--- config.mk ---
export PLATFORM = sky130hd
export DESIGN_NAME = inst_encode_loader_flat
export DESIGN_NICKNAME = d
export VERILOG_FILES = /design/src/rtl/inst_encode_loader_if.sv /design/src/rtl/inst_encode_loader.sv /design/src/flat_wrapper.sv
export SDC_FILE = /design/constraint.sdc
export NUM_CORES = 1
export LEC_CHECK = 0
export CAP_MARGIN = 10
export CORE_UTILIZATION = 37
export DETAILED_ROUTE_END_ITERATION = 8
export PLACE_DENSITY = 0.76
export SYNTH_ARGS = -nofsm -noshare
export SYNTH_HDL_FRONTEND = slang
export SYNTH_SLANG_ARGS = --single-unit
export TNS_END_PERCENT = 10
--- constraint.sdc ---
create_clock -name clk -period 2.3 [get_ports clk]
set_input_delay 0.46 -clock clk [delete_from_list [all_inputs] [get_ports clk]]
set_output_delay 0.46 -clock clk [all_outputs]
set_load 0.01 [all_outputs]
--- src/rtl/inst_encode_loader_if.sv ---
`default_nettype none
// ============================================================================
// Module      : inst_encode_loader_if
// Description : Field-beat stream, instruction-memory write port and session
//               status of the instruction encoder/loader, bundled as one
//               interface.
//               slave  : the loader (consumes beats, drives memory/status)
//               master : the program source (drives beats, observes outputs)
//               Beat   : start, finish, in_valid/in_ready, fmt, funct3,
//                        funct7, rd, rs1, rs2, imm
//               Memory : mem_we, mem_addr, mem_wdata
//               Status : count, full, busy, done, err
// Revision    : 1.0 - initial release
// ============================================================================
interface inst_encode_loader_if #(
   parameter int ADDR_W = 8
);
   logic              start;
   logic              finish;
   logic              in_valid;
   logic              in_ready;
   logic [1:0]        fmt;
   logic [2:0]        funct3;
   logic [6:0]        funct7;
   logic [4:0]        rd;
   logic [4:0]        rs1;
   logic [4:0]        rs2;
   logic [31:0]       imm;
   logic              mem_we;
   logic [ADDR_W-1:0] mem_addr;
   logic [31:0]       mem_wdata;
   logic [ADDR_W:0]   count;
   logic              full;
   logic              busy;
   logic              done;
   logic              err;

   modport slave (
      input  start, finish, in_valid, fmt, funct3, funct7, rd, rs1, rs2, imm,
      output in_ready, mem_we, mem_addr, mem_wdata, count, full, busy, done, err
   );

   modport master (
      output start, finish, in_valid, fmt, funct3, funct7, rd, rs1, rs2, imm,
      input  in_ready, mem_we, mem_addr, mem_wdata, count, full, busy, done, err
   );
endinterface
`default_nettype wire

--- src/rtl/inst_encode_loader.sv ---
`default_nettype none
// ============================================================================
// Module      : inst_encode_loader
// Description : Packs RV32I R / I-ALU / I-load / S instruction fields into
//               32-bit words and writes them to consecutive instruction-memory
//               addresses starting at 0 for each load session.
// Ports       : clk    - system clock, rising edge
//               rst_n  - asynchronous active-low reset
//               ld_if  - inst_encode_loader_if.slave (beat stream in,
//                        memory write port and session status out)
// Revision    : 1.0 - initial release
// ============================================================================
module inst_encode_loader #(
   parameter int ADDR_W = 8
) (
   input  logic                  clk,
   input  logic                  rst_n,
   inst_encode_loader_if.slave   ld_if
);

   localparam logic [ADDR_W:0] CAP     = {1'b1, {ADDR_W{1'b0}}};
   localparam logic [6:0]      OP_R    = 7'b0110011;
   localparam logic [6:0]      OP_IALU = 7'b0010011;
   localparam logic [6:0]      OP_LOAD = 7'b0000011;
   localparam logic [6:0]      OP_S    = 7'b0100011;

   typedef enum logic [1:0] {
      IDLE  = 2'd0,
      LOAD  = 2'd1,
      DRAIN = 2'd2,
      DONE  = 2'd3
   } state_t;

   state_t            state_q,     state_d;
   logic              mem_we_q,    mem_we_d;
   logic [ADDR_W-1:0] mem_addr_q,  mem_addr_d;
   logic [31:0]       mem_wdata_q, mem_wdata_d;
   logic [ADDR_W:0]   count_q,     count_d;
   logic              err_q,       err_d;

   logic        full;
   logic        ready;
   logic        accept;
   logic        is_shift;
   logic        simm_ok;
   logic        imm_ok;
   logic [31:0] enc_word;

   assign full   = (count_q == CAP);
   assign ready  = (state_q == LOAD) && !full;
   assign accept = ld_if.in_valid && ready;

   // Encoder and immediate range check
   always_comb begin
      enc_word = '0;
      imm_ok   = 1'b1;
      is_shift = (ld_if.funct3 == 3'b001) || (ld_if.funct3 == 3'b101);
      // imm[31:11] all-equal means the value fits a 12-bit signed field
      simm_ok  = (&ld_if.imm[31:11]) || !(|ld_if.imm[31:11]);
      case (ld_if.fmt)
         2'b00: begin
            enc_word = {ld_if.funct7, ld_if.rs2, ld_if.rs1, ld_if.funct3,
                        ld_if.rd, OP_R};
         end
         2'b01: begin
            if (is_shift) begin
               // Shifts carry funct7 in the top bits and a 5-bit shamt
               enc_word = {ld_if.funct7, ld_if.imm[4:0], ld_if.rs1,
                           ld_if.funct3, ld_if.rd, OP_IALU};
               imm_ok   = !(|ld_if.imm[31:5]);
            end else begin
               enc_word = {ld_if.imm[11:0], ld_if.rs1, ld_if.funct3,
                           ld_if.rd, OP_IALU};
               imm_ok   = simm_ok;
            end
         end
         2'b10: begin
            enc_word = {ld_if.imm[11:0], ld_if.rs1, ld_if.funct3,
                        ld_if.rd, OP_LOAD};
            imm_ok   = simm_ok;
         end
         default: begin
            enc_word = {ld_if.imm[11:5], ld_if.rs2, ld_if.rs1, ld_if.funct3,
                        ld_if.imm[4:0], OP_S};
            imm_ok   = simm_ok;
         end
      endcase
   end

   // Next-state logic. The write strobe, address and data are registered in
   // the accept cycle, and count advances on the same edge, so a visible
   // write always shows the pre-increment count on mem_addr.
   always_comb begin
      state_d     = state_q;
      mem_we_d    = 1'b0;
      mem_addr_d  = mem_addr_q;
      mem_wdata_d = mem_wdata_q;
      count_d     = count_q;
      err_d       = err_q;
      case (state_q)
         IDLE, DONE: begin
            if (ld_if.start) begin
               state_d = LOAD;
               count_d = '0;
               err_d   = 1'b0;
            end
         end
         LOAD: begin
            if (accept) begin
               if (imm_ok) begin
                  mem_we_d    = 1'b1;
                  mem_addr_d  = count_q[ADDR_W-1:0];
                  mem_wdata_d = enc_word;
                  count_d     = count_q + (ADDR_W+1)'(1);
               end else begin
                  err_d = 1'b1;
               end
            end
            if (ld_if.finish) begin
               // A good beat taken alongside finish still owes its write
               state_d = (accept && imm_ok) ? DRAIN : DONE;
            end
         end
         DRAIN: begin
            state_d = DONE;
         end
         default: begin
            state_d = IDLE;
         end
      endcase
   end

   always_ff @(posedge clk or negedge rst_n) begin
      if (!rst_n) begin
         state_q     <= IDLE;
         mem_we_q    <= 1'b0;
         mem_addr_q  <= '0;
         mem_wdata_q <= '0;
         count_q     <= '0;
         err_q       <= 1'b0;
      end else begin
         state_q     <= state_d;
         mem_we_q    <= mem_we_d;
         mem_addr_q  <= mem_addr_d;
         mem_wdata_q <= mem_wdata_d;
         count_q     <= count_d;
         err_q       <= err_d;
      end
   end

   assign ld_if.in_ready  = ready;
   assign ld_if.mem_we    = mem_we_q;
   assign ld_if.mem_addr  = mem_addr_q;
   assign ld_if.mem_wdata = mem_wdata_q;
   assign ld_if.count     = count_q;
   assign ld_if.full      = full;
   assign ld_if.busy      = (state_q == LOAD) || (state_q == DRAIN);
   assign ld_if.done      = (state_q == DONE);
   assign ld_if.err       = err_q;

endmodule
`default_nettype wire

--- src/flat_wrapper.sv ---
// flat-port wrapper written by rule: the top's interface ports become plain ports
module inst_encode_loader_flat 
#(
   parameter int ADDR_W = 8
)
  (clk, rst_n, ld_if_start, ld_if_finish, ld_if_in_valid, ld_if_fmt, ld_if_funct3, ld_if_funct7, ld_if_rd, ld_if_rs1, ld_if_rs2, ld_if_imm, ld_if_in_ready, ld_if_mem_we, ld_if_mem_addr, ld_if_mem_wdata, ld_if_count, ld_if_full, ld_if_busy, ld_if_done, ld_if_err);
  inst_encode_loader_if #(.ADDR_W(ADDR_W)) ld_if_i ();
  input  logic clk;
  input  logic rst_n;
  input wire logic [$bits(ld_if_i.start)-1:0] ld_if_start;
  input wire logic [$bits(ld_if_i.finish)-1:0] ld_if_finish;
  input wire logic [$bits(ld_if_i.in_valid)-1:0] ld_if_in_valid;
  input wire logic [$bits(ld_if_i.fmt)-1:0] ld_if_fmt;
  input wire logic [$bits(ld_if_i.funct3)-1:0] ld_if_funct3;
  input wire logic [$bits(ld_if_i.funct7)-1:0] ld_if_funct7;
  input wire logic [$bits(ld_if_i.rd)-1:0] ld_if_rd;
  input wire logic [$bits(ld_if_i.rs1)-1:0] ld_if_rs1;
  input wire logic [$bits(ld_if_i.rs2)-1:0] ld_if_rs2;
  input wire logic [$bits(ld_if_i.imm)-1:0] ld_if_imm;
  output wire logic [$bits(ld_if_i.in_ready)-1:0] ld_if_in_ready;
  output wire logic [$bits(ld_if_i.mem_we)-1:0] ld_if_mem_we;
  output wire logic [$bits(ld_if_i.mem_addr)-1:0] ld_if_mem_addr;
  output wire logic [$bits(ld_if_i.mem_wdata)-1:0] ld_if_mem_wdata;
  output wire logic [$bits(ld_if_i.count)-1:0] ld_if_count;
  output wire logic [$bits(ld_if_i.full)-1:0] ld_if_full;
  output wire logic [$bits(ld_if_i.busy)-1:0] ld_if_busy;
  output wire logic [$bits(ld_if_i.done)-1:0] ld_if_done;
  output wire logic [$bits(ld_if_i.err)-1:0] ld_if_err;
  assign ld_if_i.start = ld_if_start;
  assign ld_if_i.finish = ld_if_finish;
  assign ld_if_i.in_valid = ld_if_in_valid;
  assign ld_if_i.fmt = ld_if_fmt;
  assign ld_if_i.funct3 = ld_if_funct3;
  assign ld_if_i.funct7 = ld_if_funct7;
  assign ld_if_i.rd = ld_if_rd;
  assign ld_if_i.rs1 = ld_if_rs1;
  assign ld_if_i.rs2 = ld_if_rs2;
  assign ld_if_i.imm = ld_if_imm;
  assign ld_if_in_ready = ld_if_i.in_ready;
  assign ld_if_mem_we = ld_if_i.mem_we;
  assign ld_if_mem_addr = ld_if_i.mem_addr;
  assign ld_if_mem_wdata = ld_if_i.mem_wdata;
  assign ld_if_count = ld_if_i.count;
  assign ld_if_full = ld_if_i.full;
  assign ld_if_busy = ld_if_i.busy;
  assign ld_if_done = ld_if_i.done;
  assign ld_if_err = ld_if_i.err;
  inst_encode_loader #(.ADDR_W(ADDR_W)) u_core (.clk(clk), .rst_n(rst_n), .ld_if(ld_if_i));
endmodule
# ---- Yosys cells after proc, flatten, opt, wreduce, memory -nomap -nowiden
# Cells that the tools add are included.
dict set report totals {
  latchBits 0
  n_memories 0
  mem_bits_ro 0
  wordCells 59
  reg_bits 53
  output_inout_bits 55
  ramBits 0
  in_bits 64
}
dict set report op_classes {
  n_mux 19
  n_mul 0
  eq_ne 13
  n_bitwise 0
  n_lt_le_gt_ge 0
  shift 0
  addsub 1
  n_reduce_logical 20
  div 0
}
# operator n
set op_table {}
lappend op_table {{case mux 32 bit (3 select lines)} 1}
lappend op_table {{two-way mux 32 bit} 1}
lappend op_table {{two-way mux 9 bit} 3}
lappend op_table {{OR reduction 27 bit} 1}
lappend op_table {{AND reduction 21 bit} 1}
lappend op_table {{OR reduction 21 bit} 1}
lappend op_table {{case mux 9 bit (2 select lines)} 1}
lappend op_table {{adder 9 x 1 -> 9 bit, second input constant} 1}
lappend op_table {{equality test 9 bit, second input constant} 1}
lappend op_table {{two-way mux 1 bit} 8}
lappend op_table {{AND reduction 4 bit} 2}
lappend op_table {{equality test 2 bit, second input constant} 3}
lappend op_table {{inequality test 2 bit, second input constant} 3}
lappend op_table {{case mux 2 bit (3 select lines)} 1}
lappend op_table {{equality test 2 x 1 -> 1 bit, second input constant} 2}
lappend op_table {{logical NOT 2 bit} 2}
lappend op_table {{two-way mux 2 bit} 2}
lappend op_table {{inequality test 2 x 1 -> 1 bit, second input constant} 2}
lappend op_table {{case mux 1 bit (2 select lines)} 2}
lappend op_table {{equality test 3 x 1 -> 1 bit, second input constant} 1}
lappend op_table {{equality test 3 bit, second input constant} 1}
lappend op_table {{logical AND 1 bit} 3}
lappend op_table {{logical NOT 1 bit} 3}
lappend op_table {{logical OR 1 bit} 3}
lappend op_table {{other kinds (4)} 4}

# ---- Depth between registers and ports, before layout
dict set report logic_depth {
  word_depth 9
  depth_mapped 9
  ltp_nobuf 8
}

# ---- Worst setup path after synthesis
# No wires, ideal clock.
dict set report synth_timing {
  path_kind {input to register}
  start {input port ld_if_fmt[1]}
  end {register u_core.mem_wdata_q[12], in the netlist u_core.ld_if.mem_wdata[12]}
  n_path_buf 1
  slack_ns -0.115
  path_stages 8
  t_arrival_ns 2.290
  t_required_ns 2.175
  setup_time_ns 0.125
  path_cell_list {inv_1 > ha_1 > and3b_1 > or3_1 > o22ai_4 > o2bb2ai_1 > buf_2 > mux2_2}
}
dict set report synth_via {
  elab_chain_cells 3
  word_cells_on_any_way 6
  classes_between {eq/ne: 2; mux: 2; reduce/logical: 2}
}
# item line
set synth_rtl {}
lappend synth_rtl {{start, declared} flat_wrapper.sv:13} ;# input wire logic [$bits(ld_if_i.fmt)-1:0] ld_if_fmt;
lappend synth_rtl {{equality test 2 x 1 -> 1 bit or logical NOT 2 bit (tied branches)} inst_encode_loader.sv:60} ;# case (ld_if.fmt)
lappend synth_rtl {{case mux 1 bit (2 select lines)} inst_encode_loader.sv:60}
lappend synth_rtl {{AND reduction 3 bit (no line)} --}
lappend synth_rtl {{end signal, assigned} inst_encode_loader.sv:145} ;# mem_wdata_q <= mem_wdata_d;
lappend synth_rtl {{end, declared} inst_encode_loader.sv:37} ;# logic [31:0] mem_wdata_q, mem_wdata_d;
# Parallel ways exist; a longest one is shown, timed or not.
# A chain may end at the register's enable or synchronous reset.

# ---- Final worst setup path
dict set report layout_timing {
  start {register u_core.count_q[0], in the netlist u_core.ld_if.count[0]}
  end {register u_core.count_q[3], in the netlist u_core.ld_if.count[3]}
}
dict set report layout_via {
  elab_chain_cells 6
  word_cells_on_any_way 10
  classes_between {add/sub: 1; eq/ne: 2; mux: 3; reduce/logical: 4}
}
# item line
set layout_rtl {}
lappend layout_rtl {{start, declared} inst_encode_loader.sv:38} ;# logic [ADDR_W:0] count_q, count_d;
lappend layout_rtl {{start signal, assigned} inst_encode_loader.sv:146} ;# count_q <= count_d;
lappend layout_rtl {{parallel branches: the longest is 6 deep, another holds adder 9 x 1 -> 9 bit} --}
# Several ways; the timed one is not identified. The select of a mux whose other input is x is not followed.

==> metrics.txt <==
clock root cell clkbuf_8; hold_buf cts 0; Fin Hold WS 252.8 ps; DR vias 2600; GRT Residual Overflow 0; clock transition at the registers of the reported paths 100 ps; worst path arrival time 2600 ps; Yosys top cell by area dfrtp_1; critical path class reg2reg; Critical Path Fanout Max 4; Synth Instances 246; Rel. slew slack 0.5858; Port Buffers 115; Max Slew Vio Count 0; Adder-Cell Fraction of Synth Area 0.04458; top post-synthesis cells by count dfrtp_1 (49), nor2_1 (32), a21oi_1 (27), a22oi_1 (17), mux2_2 (17); Top FF cell, synth dfrtp_1; area share of the largest cell type after synthesis 0.4854; final non-filler cell total 483; # setup viols final 19; Clock Tree Buf Depth 2; element type at the critical path end flop; max cap viols 0; FMAX 418.5 MHz; Hold Crit Class in2async; Synth Area in XOR/XNOR 0; dpl cells 461; # rows 29; WL/cell around 16 um; post-synthesis compound-gate area fraction 0.1788; Seq/Total Area, Yosys 0.4854; clock latency on the worst-skew pair 310 ps; power per cell area about 900 nW/um^2; number of diodes 0; Pwr Total 3.846 mW; first-pass GRT wire length 12830 um; Logic pwr share 0.526; TritonCTS clock tree built; Clock power frac 0.133; sequential share of power 0.341; Via density 5.383; CP Capture Point u_core.ld_if.count[3]; Sink Count between 40 and 50; Initial DRT Pass Iterations 8; Antenna Nets Post-Route 0; fraction of layout cells with a size suffix above 1 0.2562; final hold vios 0; Net Sw Power 1.356 mW; core area 6459 um^2; final wirelength 7713 um; CP required 2510 ps; post-synthesis mux area share 0.08370; fin crit share 1.039; die width 84.63 um; Total GRT Usage 0.2254; vias in the first global route around 2700; synth unique cells 44; initial antenna violation count 0; number of synthesized flops with an enable pin 0; number of H-tree levels 2; Least-Margin Pin Slew approximately 620 ps; filler instances 489; nets@finish 478; Layout Utilization 0.6813; synthesized flop and latch total around 50; area growth from synthesis to layout 74.20%; Leak 1.903 nW; count leader, synth dfrtp_1; area of the die 7162 um^2; clk_skew around 12 ps; Crit. Startpoint u_core.ld_if.count[0]; DRC 4; Setup TNS Final -733.0 ps; Synth Area per Inst 10.27 um^2; switch share 0.3525; Reg2Reg Setup Slack -90 ps; Mapped Area 2526 um^2; worst ir drop on vdd roughly 0.6 mV; crit start category flop; total CTS buffers 5; r2r startpoint u_core.ld_if.count[0]; register area 1226 um^2; global placer's final weighted congestion 0.7852; starting DRC count in detailed routing 102; P_int 2.490 mW; RSZ-0062 raised after global routing true; worst reg2reg path depth 10; Initial Utilization 0.3911; RR Endpoint u_core.ld_if.count[3]; DP HPWL 5412 um; largest net degree at the start of global routing 50; status complete, but fails checks; largest family of logic cells by synthesized area compound AO/OA/AOI/OAI gates; failing checks DRC, setup timing; top-level I/O count 119; Setup WS post-layout -89.51 ps; multi-input logic area approximately 1400 um^2; post-layout min period 2390 ps; Die Span Y 84.63 um; ys async rst share 1.000; Synth area leaders dfrtp_1 (49%), mux2_2 (7.6%), a21oi_1 (5.3%), a22oi_1 (5.1%), nor2_1 (4.8%); Post-Synth Simple-Gate Area 0.1615; yosys warns 0
-- worst max-delay path: stages (launching register included) --
cell and delay [ps]:
dfrtp_1 410, inv_2 90, ha_4 120, or4bb_4 490, o211ai_4 280, buf_6 150, o2bb2ai_4 100, buf_16 160
buf_6 100, a22o_1 190, a31o_2 210
-- state kept, by name, indices dropped and copies added (netlist names) --
register and cells:
u_core.ld_if.mem_wdata 28, u_core.ld_if.mem_addr 8, u_core.state_q 2, u_core.ld_if.mem_we 1
u_core.ld_if.err 1, u_core.ld_if.count 9
-- cell usage in the layout, fill, tap and decap left out, drive strengths merged, types with 2 or more instances in the layout --
master	count
a211o	2
a21oi	27
a22o	2
a22oi	17
a31o	2
buf	53
clkbuf	6
clkdlybuf4s50	91
conb	3
dfrtp	49
dlygate4sd2	18
ha	9
inv	11
mux2	17
mux2i	2
nand2	6
nand2b	3
nand3	6
nand4	6
nor2	32
nor3	5
nor3b	2
nor4	4
o211ai	2
o21ai	3
o31ai	3
or2	2
or3	3
or4	6
-- stage by stage --
step                worst slack, ps  cell area (um^2)
floorplan                    -40.07              2545
global placement             -549.7              3988
detailed placement           -572.4              3988
CTS                          -27.82              4364
global route                 -159.8              4400
finish                       -89.51              4400
-- final cells by class --
type                    count  area share
repair buffers            163      0.3608
multi-input cells         176      0.3105
well taps                  77     0.02189
clock buffers               6     0.01649
clock inverters             2    0.003128
flip-flops and latches     49      0.2786
inverters                  10    0.008530
-- layer usage --
metal | share of wire | up-vias | track usage
met4 | 0.020 | 0 | 0.06934
li1 | - | 1223 | -
met5 | 0 | - | 0
met2 | 0.50 | 102 | 0.3858
met3 | 0.069 | 19 | 0.05113
met1 | 0.41 | 1256 | 0.2844
-- power groups by stage --
stage | logic, mW | clock network [mW] | registers, mW
after global placement | 1.80 | 0 | 1.31
final | 2.02 | 0.513 | 1.31
after CTS | 1.98 | 0.528 | 1.31
after floorplan | 0.675 | 0 | 1.45
after global routing | 2.18 | 0.560 | 1.34
after detailed placement | 1.83 | 0 | 1.32
-- worst min path at each step --
stage,end,depth (start not counted)
4_1_cts,u_core.ld_if.mem_wdata[5],2
5_1_grt,u_core.ld_if.mem_wdata[14],2
6_report,u_core.ld_if.mem_addr[5],2
2_1_floorplan,u_core.ld_if.count[0],0
3_5_place_dp,u_core.ld_if.mem_wdata[1],1
3_3_place_gp,u_core.ld_if.mem_wdata[1],1
-- cell families after synthesis --
group	after synthesis
AND/OR/NAND/NOR	79
AO/OA/AOI/OAI	66
flip-flops	49
buffers and inverters	23
multiplexers	19
adder cells (fa/ha/maj)	9
other	1
-- repair_timing --
item | in CTS | in global routing
setup endpoints to repair | 49 | 41
pin swaps | 17 | 7
gates resized for setup | 83 | 5
gates cloned | 3 | 0
setup buffers | 9 | 2
No activity file was read; power rests on OpenSTA's default activity.
